--- src/rtl/csa_byte_serial_ctrl_if.sv ---
// rtl/csa_byte_serial_ctrl_if.sv - operand, adder and result bundle for csa_byte_serial_ctrl (res_ovf present with CSA_SIGNED_OVF_EN)
interface csa_byte_serial_ctrl_if #(
  parameter int NBYTES = 4
);
  localparam int W = 8 * NBYTES;

  logic         in_valid;
  logic         in_ready;
  logic [W-1:0] in_a;
  logic [W-1:0] in_b;
  logic         in_cin;

  logic [7:0]   add_a;
  logic [7:0]   add_b;
  logic         add_cin;
  logic [7:0]   add_sum;
  logic         add_cout;

  logic         res_valid;
  logic         res_ready;
  logic [W-1:0] res_sum;
  logic         res_cout;

`ifdef CSA_SIGNED_OVF_EN
  logic         res_ovf;

  modport master (
    output in_valid, in_a, in_b, in_cin, add_sum, add_cout, res_ready,
    input  in_ready, add_a, add_b, add_cin, res_valid, res_sum, res_cout, res_ovf
  );

  modport slave (
    input  in_valid, in_a, in_b, in_cin, add_sum, add_cout, res_ready,
    output in_ready, add_a, add_b, add_cin, res_valid, res_sum, res_cout, res_ovf
  );
`else
  modport master (
    output in_valid, in_a, in_b, in_cin, add_sum, add_cout, res_ready,
    input  in_ready, add_a, add_b, add_cin, res_valid, res_sum, res_cout
  );

  modport slave (
    input  in_valid, in_a, in_b, in_cin, add_sum, add_cout, res_ready,
    output in_ready, add_a, add_b, add_cin, res_valid, res_sum, res_cout
  );
`endif

endinterface

--- src/rtl/csa_byte_serial_ctrl.sv ---
// rtl/csa_byte_serial_ctrl.sv - byte-serial sequencer around an 8-bit carry-skip adder; CSA_SIGNED_OVF_EN adds res_ovf
module csa_byte_serial_ctrl #(
  parameter int NBYTES = 4
) (
  input  logic                  clk,
  input  logic                  rst,
  csa_byte_serial_ctrl_if.slave bus
);

  localparam int W  = 8 * NBYTES;
  localparam int IW = (NBYTES > 1) ? $clog2(NBYTES) : 1;

  localparam logic [1:0] IDLE = 2'd0;
  localparam logic [1:0] RUN  = 2'd1;
  localparam logic [1:0] DONE = 2'd2;

  logic [1:0]    state;
  logic [1:0]    state_nxt;
  logic [W-1:0]  a_q;
  logic [W-1:0]  b_q;
  logic [W-1:0]  sum_q;
  logic          carry_q;
  logic          cout_q;
  logic          rdy_q;
  logic [IW-1:0] idx_q;
  logic          last;
  logic          run;

  assign run  = (state == RUN);
  assign last = (idx_q == IW'(NBYTES - 1));

  always_comb begin
    state_nxt = state;
    case (state)
      IDLE:    if (bus.in_valid)  state_nxt = RUN;
      RUN:     if (last)          state_nxt = DONE;
      DONE:    if (bus.res_ready) state_nxt = IDLE;
      default:                    state_nxt = IDLE;
    endcase
  end

  // Adder operands come only from registers, so no input reaches the adder combinationally.
  assign bus.add_a     = run ? a_q[{idx_q, 3'b000} +: 8] : 8'd0;
  assign bus.add_b     = run ? b_q[{idx_q, 3'b000} +: 8] : 8'd0;
  assign bus.add_cin   = run ? carry_q : 1'b0;
  assign bus.in_ready  = rdy_q;
  assign bus.res_valid = (state == DONE);
  assign bus.res_sum   = sum_q;
  assign bus.res_cout  = cout_q;

  always_ff @(posedge clk) begin
    if (rst) begin
      state   <= IDLE;
      a_q     <= '0;
      b_q     <= '0;
      sum_q   <= '0;
      carry_q <= 1'b0;
      cout_q  <= 1'b0;
      rdy_q   <= 1'b0;
      idx_q   <= '0;
    end else begin
      state <= state_nxt;
      rdy_q <= (state_nxt == IDLE);
      case (state)
        IDLE: begin
          if (bus.in_valid) begin
            a_q     <= bus.in_a;
            b_q     <= bus.in_b;
            carry_q <= bus.in_cin;
            idx_q   <= '0;
          end
        end
        RUN: begin
          sum_q[{idx_q, 3'b000} +: 8] <= bus.add_sum;
          carry_q                     <= bus.add_cout;
          idx_q                       <= idx_q + IW'(1);
          if (last) cout_q <= bus.add_cout;
        end
        default: ;
      endcase
    end
  end

`ifdef CSA_SIGNED_OVF_EN
  logic ovf_q;

  assign bus.res_ovf = ovf_q;

  // The top byte's sum bit 7 is the final sign bit of the full-width result.
  always_ff @(posedge clk) begin
    if (rst) begin
      ovf_q <= 1'b0;
    end else if (run && last) begin
      ovf_q <= (a_q[W-1] == b_q[W-1]) && (bus.add_sum[7] != a_q[W-1]);
    end
  end
`endif

endmodule

--- src/flat_wrapper.sv ---
// flat-port wrapper written by rule: the top's interface ports become plain ports
module csa_byte_serial_ctrl_flat 
#(
  parameter int NBYTES = 4
)
  (clk, rst, bus_in_valid, bus_in_a, bus_in_b, bus_in_cin, bus_add_sum, bus_add_cout, bus_res_ready, bus_in_ready, bus_add_a, bus_add_b, bus_add_cin, bus_res_valid, bus_res_sum, bus_res_cout);
  csa_byte_serial_ctrl_if #(.NBYTES(NBYTES)) bus_i ();
  input  logic clk;
  input  logic rst;
  input wire logic [$bits(bus_i.in_valid)-1:0] bus_in_valid;
  input wire logic [$bits(bus_i.in_a)-1:0] bus_in_a;
  input wire logic [$bits(bus_i.in_b)-1:0] bus_in_b;
  input wire logic [$bits(bus_i.in_cin)-1:0] bus_in_cin;
  input wire logic [$bits(bus_i.add_sum)-1:0] bus_add_sum;
  input wire logic [$bits(bus_i.add_cout)-1:0] bus_add_cout;
  input wire logic [$bits(bus_i.res_ready)-1:0] bus_res_ready;
  output wire logic [$bits(bus_i.in_ready)-1:0] bus_in_ready;
  output wire logic [$bits(bus_i.add_a)-1:0] bus_add_a;
  output wire logic [$bits(bus_i.add_b)-1:0] bus_add_b;
  output wire logic [$bits(bus_i.add_cin)-1:0] bus_add_cin;
  output wire logic [$bits(bus_i.res_valid)-1:0] bus_res_valid;
  output wire logic [$bits(bus_i.res_sum)-1:0] bus_res_sum;
  output wire logic [$bits(bus_i.res_cout)-1:0] bus_res_cout;
  assign bus_i.in_valid = bus_in_valid;
  assign bus_i.in_a = bus_in_a;
  assign bus_i.in_b = bus_in_b;
  assign bus_i.in_cin = bus_in_cin;
  assign bus_i.add_sum = bus_add_sum;
  assign bus_i.add_cout = bus_add_cout;
  assign bus_i.res_ready = bus_res_ready;
  assign bus_in_ready = bus_i.in_ready;
  assign bus_add_a = bus_i.add_a;
  assign bus_add_b = bus_i.add_b;
  assign bus_add_cin = bus_i.add_cin;
  assign bus_res_valid = bus_i.res_valid;
  assign bus_res_sum = bus_i.res_sum;
  assign bus_res_cout = bus_i.res_cout;
  csa_byte_serial_ctrl #(.NBYTES(NBYTES)) u_core (.clk(clk), .rst(rst), .bus(bus_i));
endmodule
--- config.mk ---
export PLATFORM = sky130hd
export DESIGN_NAME = csa_byte_serial_ctrl_flat
export DESIGN_NICKNAME = d
export VERILOG_FILES = /design/src/rtl/csa_byte_serial_ctrl_if.sv /design/src/rtl/csa_byte_serial_ctrl.sv /design/src/flat_wrapper.sv
export SDC_FILE = /design/constraint.sdc
export NUM_CORES = 1
export LEC_CHECK = 0
export BUFFER_PORTS_ARGS = -buffer_cell sky130_fd_sc_hd__buf_4
export CAP_MARGIN = 25
export CORE_UTILIZATION = 30
export CTS_CLUSTER_DIAMETER = 60
export CTS_CLUSTER_SIZE = 28
export DETAILED_ROUTE_END_ITERATION = 12
export PLACE_DENSITY_LB_ADDON = 0.05
export SETUP_SLACK_MARGIN = 0.15
export SLEW_MARGIN = 0
export SYNTH_ARGS = -nofsm -noshare
export SYNTH_HDL_FRONTEND = slang
export SYNTH_SLANG_ARGS = --single-unit
--- constraint.sdc ---
create_clock -name clk -period 3.05 [get_ports clk]
set_clock_uncertainty 0.2 [all_clocks]
set_input_delay 0.61 -clock clk [delete_from_list [all_inputs] [get_ports clk]]
set_output_delay 0.61 -clock clk [all_outputs]
set_load 0.05 [all_outputs]
==> impl_metrics.csv, run 1 <==
group,metric,value,unit
synthesis,synth_top_cell_area_share,0.480,
synthesis,synth.most_common_cell,"nand2_1",
routing,final_antenna_net_count,0,
power,p_leak,2.32,nW
setup_path,crit_required,2.24,ns
routing,wl_met1,5.76,mm
placement,dpl.hpwl,8.21,mm
synthesis,synth_area_leaders,"dfxtp_1, nand2_1, a21oi_1",
routing,vias,3623,
setup_path,reg2reg_depth,6,
routing,drc,0,
die,die_x,122,um
min_path,min_path_type,"reg2reg",
synthesis,postSynthAreaPerCell,9.24,sq um
global_route,antenna_found_initial,0,
setup_path,arrival,1.81,ns
routing,drt-wirelength-per-cell,15.5,um
clock_network,clock_sinks,103,
timing,hold_violations,0,
timing,slew_viol_final,0,
synthesis,yosysWarnings,0,
clock_network,h-tree-depth,3,
finish,antennaDiodeCount,0,
timing,finalSetupTns,0,ns
timing,tightest_slew,0.793,ns
die,initial_core_util,0.308,
synthesis,synth_top_area_cell,"dfxtp_1",
setup_path,slowest_delay,0.53,ns
global_route,grt_overflow,0,
finish,drive_gt1_frac,0.309,
die,core-area,13900,sq um
global_route,grt_pass1_vias,3476,
synthesis,ys_seq_elements,103,
min_path,hold_path_depth,2,
routing,routed_wirelength,11.8,mm
synthesis,synthDistinctLibCells,34,
global_route,grt_max_degree,65,
power,power_density,539,nW/um^2
clock_network,cts_resized,0,
timing,min_period_over_period,0.858,
timing,min_period,2.62,ns
finish,fin_area,5640,sq um
clock_network,clk_pin_slew,0.07,ns
timing,slew_headroom,0.472,
synthesis,synthesis.nets,549,
die,placementRows,43,
synthesis,synth_cells,465,
clock_network,ctsHoldBuffers,0,
routing,highest_layer,"met4",
routing,dr_wl_met2,5.40,mm
power,p_clk_frac,0.387,
clock_network,cts_buffer_depth,2,
timing,max_freq,382,MHz
power,pwr-share-seq,0.475,
finish,syn_to_final_growth,31.1,%
timing,rsz0062_at_grt,"no",
setup_path,path_cells,"buf_4, mux4_2, and2_1, buf_4",
die,dieArea,14800,sq um
run,maxCapViolations,0,
clock_network,cts_buffers,9,
synthesis,synth-seq-area-share,0.480,
setup_path,worstSetupStartpointType,"flip-flop",
routing,drt_iter0_markers,163,
power,switchingPower,803,uW
clock_network,root_buffer,"clkbuf_16",
synthesis,syn_area,4300,sq um
setup_path,crit_type,"reg2out",
setup_path,endpoint_kind,"output port",
finish,fin_util,0.404,
finish,nNetsFinal,661,
synthesis,ys_dominant_reg_cell,"dfxtp_1",
setup_path,cp_slowest_cell,"mux4_2",
power,max-vdd-ir-drop,352,uV
power,p_comb_frac,0.138,
placement,gp_congestion,0.739,
global_route,grt_first_pass_wirelength,18.6,mm
routing,dr.pass1.iters,4,
die,ios,130,
run_status,status,"finished, final reports clean",
clock_network,cts_tree,"yes",
die,die_h,122,um
timing,setup_viol,0,
routing,viasPerCell,4.75,
synthesis,synth_edf_count,0,
clock_network,clock_latency,0.35,ns
power,p_sw_frac,0.265,
synthesis,ys_async_sr_fraction,0,
placement,portBuffers,129,
setup_path,cpMostUsedCell,"buf_4",
global_route,grt.total_usage,0.166,
power,internal_power,2.23,mW
routing,wl_met3,576,um
placement,dpl_cell_area,5330,sq um
clock_network,cts_setup_buffers,0,
setup_path,critPathMaxFanout,12,
synthesis,synth_common_cells,"nand2_1, dfxtp_1, a21oi_1",
-- power by group through the flow --
stage	registers [mW]	clock network, mW	logic, mW
6_report	1.44	1.17	0.420
5_1_grt	1.45	1.27	0.460
4_1_cts	1.44	1.22	0.427
3_5_place_dp	1.47	0	0.426
3_3_place_gp	1.47	0	0.422
2_1_floorplan	1.48	0	0.259
-- sequential cells by signal (all words and copies together), names as in the netlist --
name,cells
u_core.bus.in_ready,1
u_core.bus.res_cout,1
u_core.idx_q,2
u_core.state,2
u_core.bus.res_sum,32
u_core.b_q,32
u_core.carry_q,1
u_core.a_q,32
-- cell type report --
type | instances | area, sq um
Fill cell | 1443 | 8300
Sequential cell | 103 | 2060
Multi-Input combinational cell | 323 | 2000
Timing Repair Buffer | 137 | 1030
Clock buffer | 9 | 225
Tap cell | 180 | 225
Clock inverter | 7 | 81.3
Inverter | 3 | 11.3
-- kinds of logic after synthesis --
logic type / after synthesis / share of synthesized area
buf+inv: 39 / 0.0562
simple gates: 193 / 0.210
fa+ha+maj: 6 / 0.0175
flops: 103 / 0.480
mux: 18 / 0.0885
compound gates: 106 / 0.148
-- worst paths after layout --
| check | start | end | slack (ns) |
|---|---|---|---|
| hold / removal | u_core.bus.res_sum[12] | u_core.bus.res_sum[12] | 0.25 |
| setup / recovery | u_core.idx_q[0] | bus_add_b[2] | 0.43 |
| hold reg to reg | u_core.bus.res_sum[12] | u_core.bus.res_sum[12] | 0.25 |
| setup reg to reg | u_core.idx_q[0] | u_core.bus.res_sum[20] | 0.86 |
-- placed cells by master (no fill, tap or decap), types with 2 or more instances in the layout --
cell type,count
a21oi_1,77
a22o_1,24
and2_1,17
and3b_1,2
buf_4,137
clkbuf_16,9
clkinv_4,2
clkinvlp_4,3
dfxtp_1,102
ha_1,6
inv_1,3
mux2i_1,2
mux4_2,16
nand2_1,137
nand2b_1,2
nand3b_1,2
nand4_1,8
nor2_1,5
nor2b_1,10
nor3_1,2
o21ba_2,2
or3b_2,2
-- per-stage QoR --
step	setup slack [ns]	total power, mW	hold slack [ns]	cells
5_1_grt	0.310	3.18	0.274	762
3_5_place_dp	0.783	1.90	0.246	746
4_1_cts	0.388	3.09	0.256	762
3_3_place_gp	0.796	1.89	0.242	746
6_report	0.433	3.04	0.251	762
2_1_floorplan	0.703	1.74	0.233	465
-- critical path: cells and delay by family, from the launching register on --
| family | cells | cell delay, ns |
|---|---|---|
| simple gates | 1 | 0.18 |
| mux | 1 | 0.53 |
| flops | 1 | 0.32 |
| buf+inv | 2 | 0.43 |
-- per-layer routing --
metal / track usage / vias to the layer above
met5: 0 / -
li1: - / 1809
met4: 0.0417 / 0
met3: 0.0501 / 6
met1: 0.232 / 1711
met2: 0.250 / 97
Note: power is estimated with default switching activity, not from simulation.
==> inputs of run 2 (changes only) <==
--- a/config.mk
+++ b/config.mk
@@ -12,6 +12,7 @@
 export CTS_CLUSTER_SIZE = 28
 export DETAILED_ROUTE_END_ITERATION = 12
 export PLACE_DENSITY_LB_ADDON = 0.05
+export REMOVE_ABC_BUFFERS = 1
 export SETUP_SLACK_MARGIN = 0.15
 export SLEW_MARGIN = 0
 export SYNTH_ARGS = -nofsm -noshare
==> run 2 against run 1 <==
Effect of this change: worst hold slack improved by 0.0016 ns; worst setup slack worse by 0.020 ns; count of clock-buffer cells in the layout increased by 2; global-route usage down 1.3 points; die area unchanged; total power up 2.9%; wire length down 6.9%; largest power group unchanged.
==> impl_metrics.csv, run 2 (synthesis gave the netlist of run 1 again) <==
group,metric,value,unit
setup_path,crit_required,2.24,ns
setup_path,reg2reg_depth,6,
routing,drc,0,
finish,antennaDiodeCount,0,
die,dieArea,14800,sq um
clock_network,cts_buffer_depth,2,
setup_path,cp_top_family,"simple AND/OR/NAND/NOR gates",
setup_path,path_cells,"and2b_4, and2_1, buf_4",
finish,seq_area,2060,sq um
placement,dpl.hpwl,7.41,mm
setup_path,r2r_start,"u_core.idx_q[1]",
routing,drt_iter0_markers,142,
clock_network,cts_resized,0,
die,initial_core_util,0.308,
global_route,grt_max_degree,65,
placement,portBuffers,129,
setup_path,ff2ff_setup_slack,0.80,ns
finish,nNetsFinal,660,
clock_network,cts_tree,"yes",
clock_network,cts_buffers,9,
min_path,min_path_type,"reg2reg",
global_route,grt_overflow,0,
die,core-area,13900,sq um
timing,min_period_over_period,0.865,
timing,rsz0062_at_grt,"no",
setup_path,path_depth,3,
global_route,grt.total_usage,0.154,
setup_path,worstSetupEndpoint,"bus_add_b[2]",
power,power_density,553,nW/um^2
finish,final_cell_mix,"nand2_1, buf_4, dfxtp_1",
finish,final_cells,761,
setup_path,slowest_delay,0.62,ns
timing,finalSetupTns,0,ns
timing,slew_viol_final,0,
setup_path,endpoint_kind,"output port",
timing,fin_ws,0.413,ns
finish,fillers,1386,
run_status,status,"finished, final reports clean",
setup_path,crit_start,"u_core.state[0]",
timing,max_freq,379,MHz
clock_network,cts_setup_buffers,0,
routing,final_antenna_net_count,0,
setup_path,worst-path-buf-inv,1,
die,die_h,122,um
run,maxCapViolations,0,
placement,gp_congestion,0.709,
setup_path,arrival,1.83,ns
routing,dr.pass1.iters,4,
setup_path,timing.rr.end,"u_core.bus.res_sum[20]",
finish,syn_to_final_growth,31.6,%
finish,drive_gt1_frac,0.308,
clock_network,clock_latency,0.35,ns
clock_network,clk_pin_slew,0.07,ns
global_route,grt_first_pass_wirelength,17.2,mm
finish,final_common_cell,"nand2_1",
timing,setup_viol,0,
routing,viasPerCell,4.66,
power,max-vdd-ir-drop,330,uV
finish,multiInputGateArea,2000,sq um
placement,pre_cts_ws,0.747,ns
routing,drt-wirelength-per-cell,14.4,um
clock_network,clock_sinks,103,
clock_network,ctsHoldBuffers,0,
global_route,antenna_found_initial,0,
setup_path,worstSetupStartpointType,"flip-flop",
die,die_x,122,um
power,p_leak,2.33,nW
power,power,3.12,mW
timing,min_period,2.64,ns
clock_network,root_buffer,"clkbuf_16",
die,placementRows,43,
timing,tightest_slew,0.700,ns
setup_path,critPathMaxFanout,23,
placement,dp_cells,745,
routing,routed_wirelength,11.0,mm
timing,hold_violations,0,
timing,slew_headroom,0.533,
routing,vias,3550,
clock_network,h-tree-depth,3,
setup_path,cp_slowest_cell,"dfxtp_1",
die,ios,130,
timing,hold_slack,0.252,ns
global_route,grt_pass1_vias,3316,
setup_path,crit_type,"reg2out",
[run 2: cell types whose count changed in the layout (fill, tap and decap cells not counted), sizes merged]
cell / previous run / this run
inv: 4 / 3
clkinv: 2 / 1
clkinvlp: 3 / 2
clkbuf: 9 / 11
buf: 137 / 136
bufinv: 1 / 2
[run 2: stage by stage]
stage / utilization / area [sq um]
after global placement: 0.382 / 5320
after detailed placement: 0.382 / 5320
final: 0.406 / 5650
after floorplan: - / 4070
after CTS: 0.406 / 5650
after global routing: 0.406 / 5650
[run 2: worst min path at each step]
stage                    from        endpoint  slack, ns  cells past startpoint
6_report       u_core.a_q[17]  u_core.a_q[17]       0.25                      2
5_1_grt         u_core.a_q[5]   u_core.a_q[5]       0.27                      2
4_1_cts        u_core.a_q[17]  u_core.a_q[17]       0.26                      2
3_5_place_dp   u_core.a_q[17]  u_core.a_q[17]       0.25                      2
3_3_place_gp   u_core.b_q[14]  u_core.b_q[14]       0.24                      2
2_1_floorplan  u_core.a_q[16]  u_core.a_q[16]       0.23                      2
[run 2: tightest hold or removal path: stages (launching register included)]
cell     delay, ns
dfxtp_1       0.31
nand2_1       0.05
a21oi_1       0.05
[run 2: routing by layer]
| metal | up-vias | part of all wire | track usage |
|---|---|---|---|
| li1 | 1804 | - | - |
| met1 | 1636 | 0.45 | 0.192 |
| met2 | 101 | 0.47 | 0.249 |
| met3 | 9 | 0.064 | 0.0492 |
| met4 | 0 | 0.013 | 0.0532 |
| met5 | - | 0 | 0 |
[run 2: power by group]
group	internal, mW	switching (mW)
combinational	0.183	0.233
sequential	1.40	0.0314
clock	0.763	0.510
[run 2: cell type report]
type | count | share of cell area
inverters | 3 | 0.00199
well taps | 180 | 0.0398
multi-input cells | 323 | 0.354
clock buffers | 11 | 0.0447
flip-flops and latches | 103 | 0.365
clock inverters | 5 | 0.0142
repair buffers | 136 | 0.181
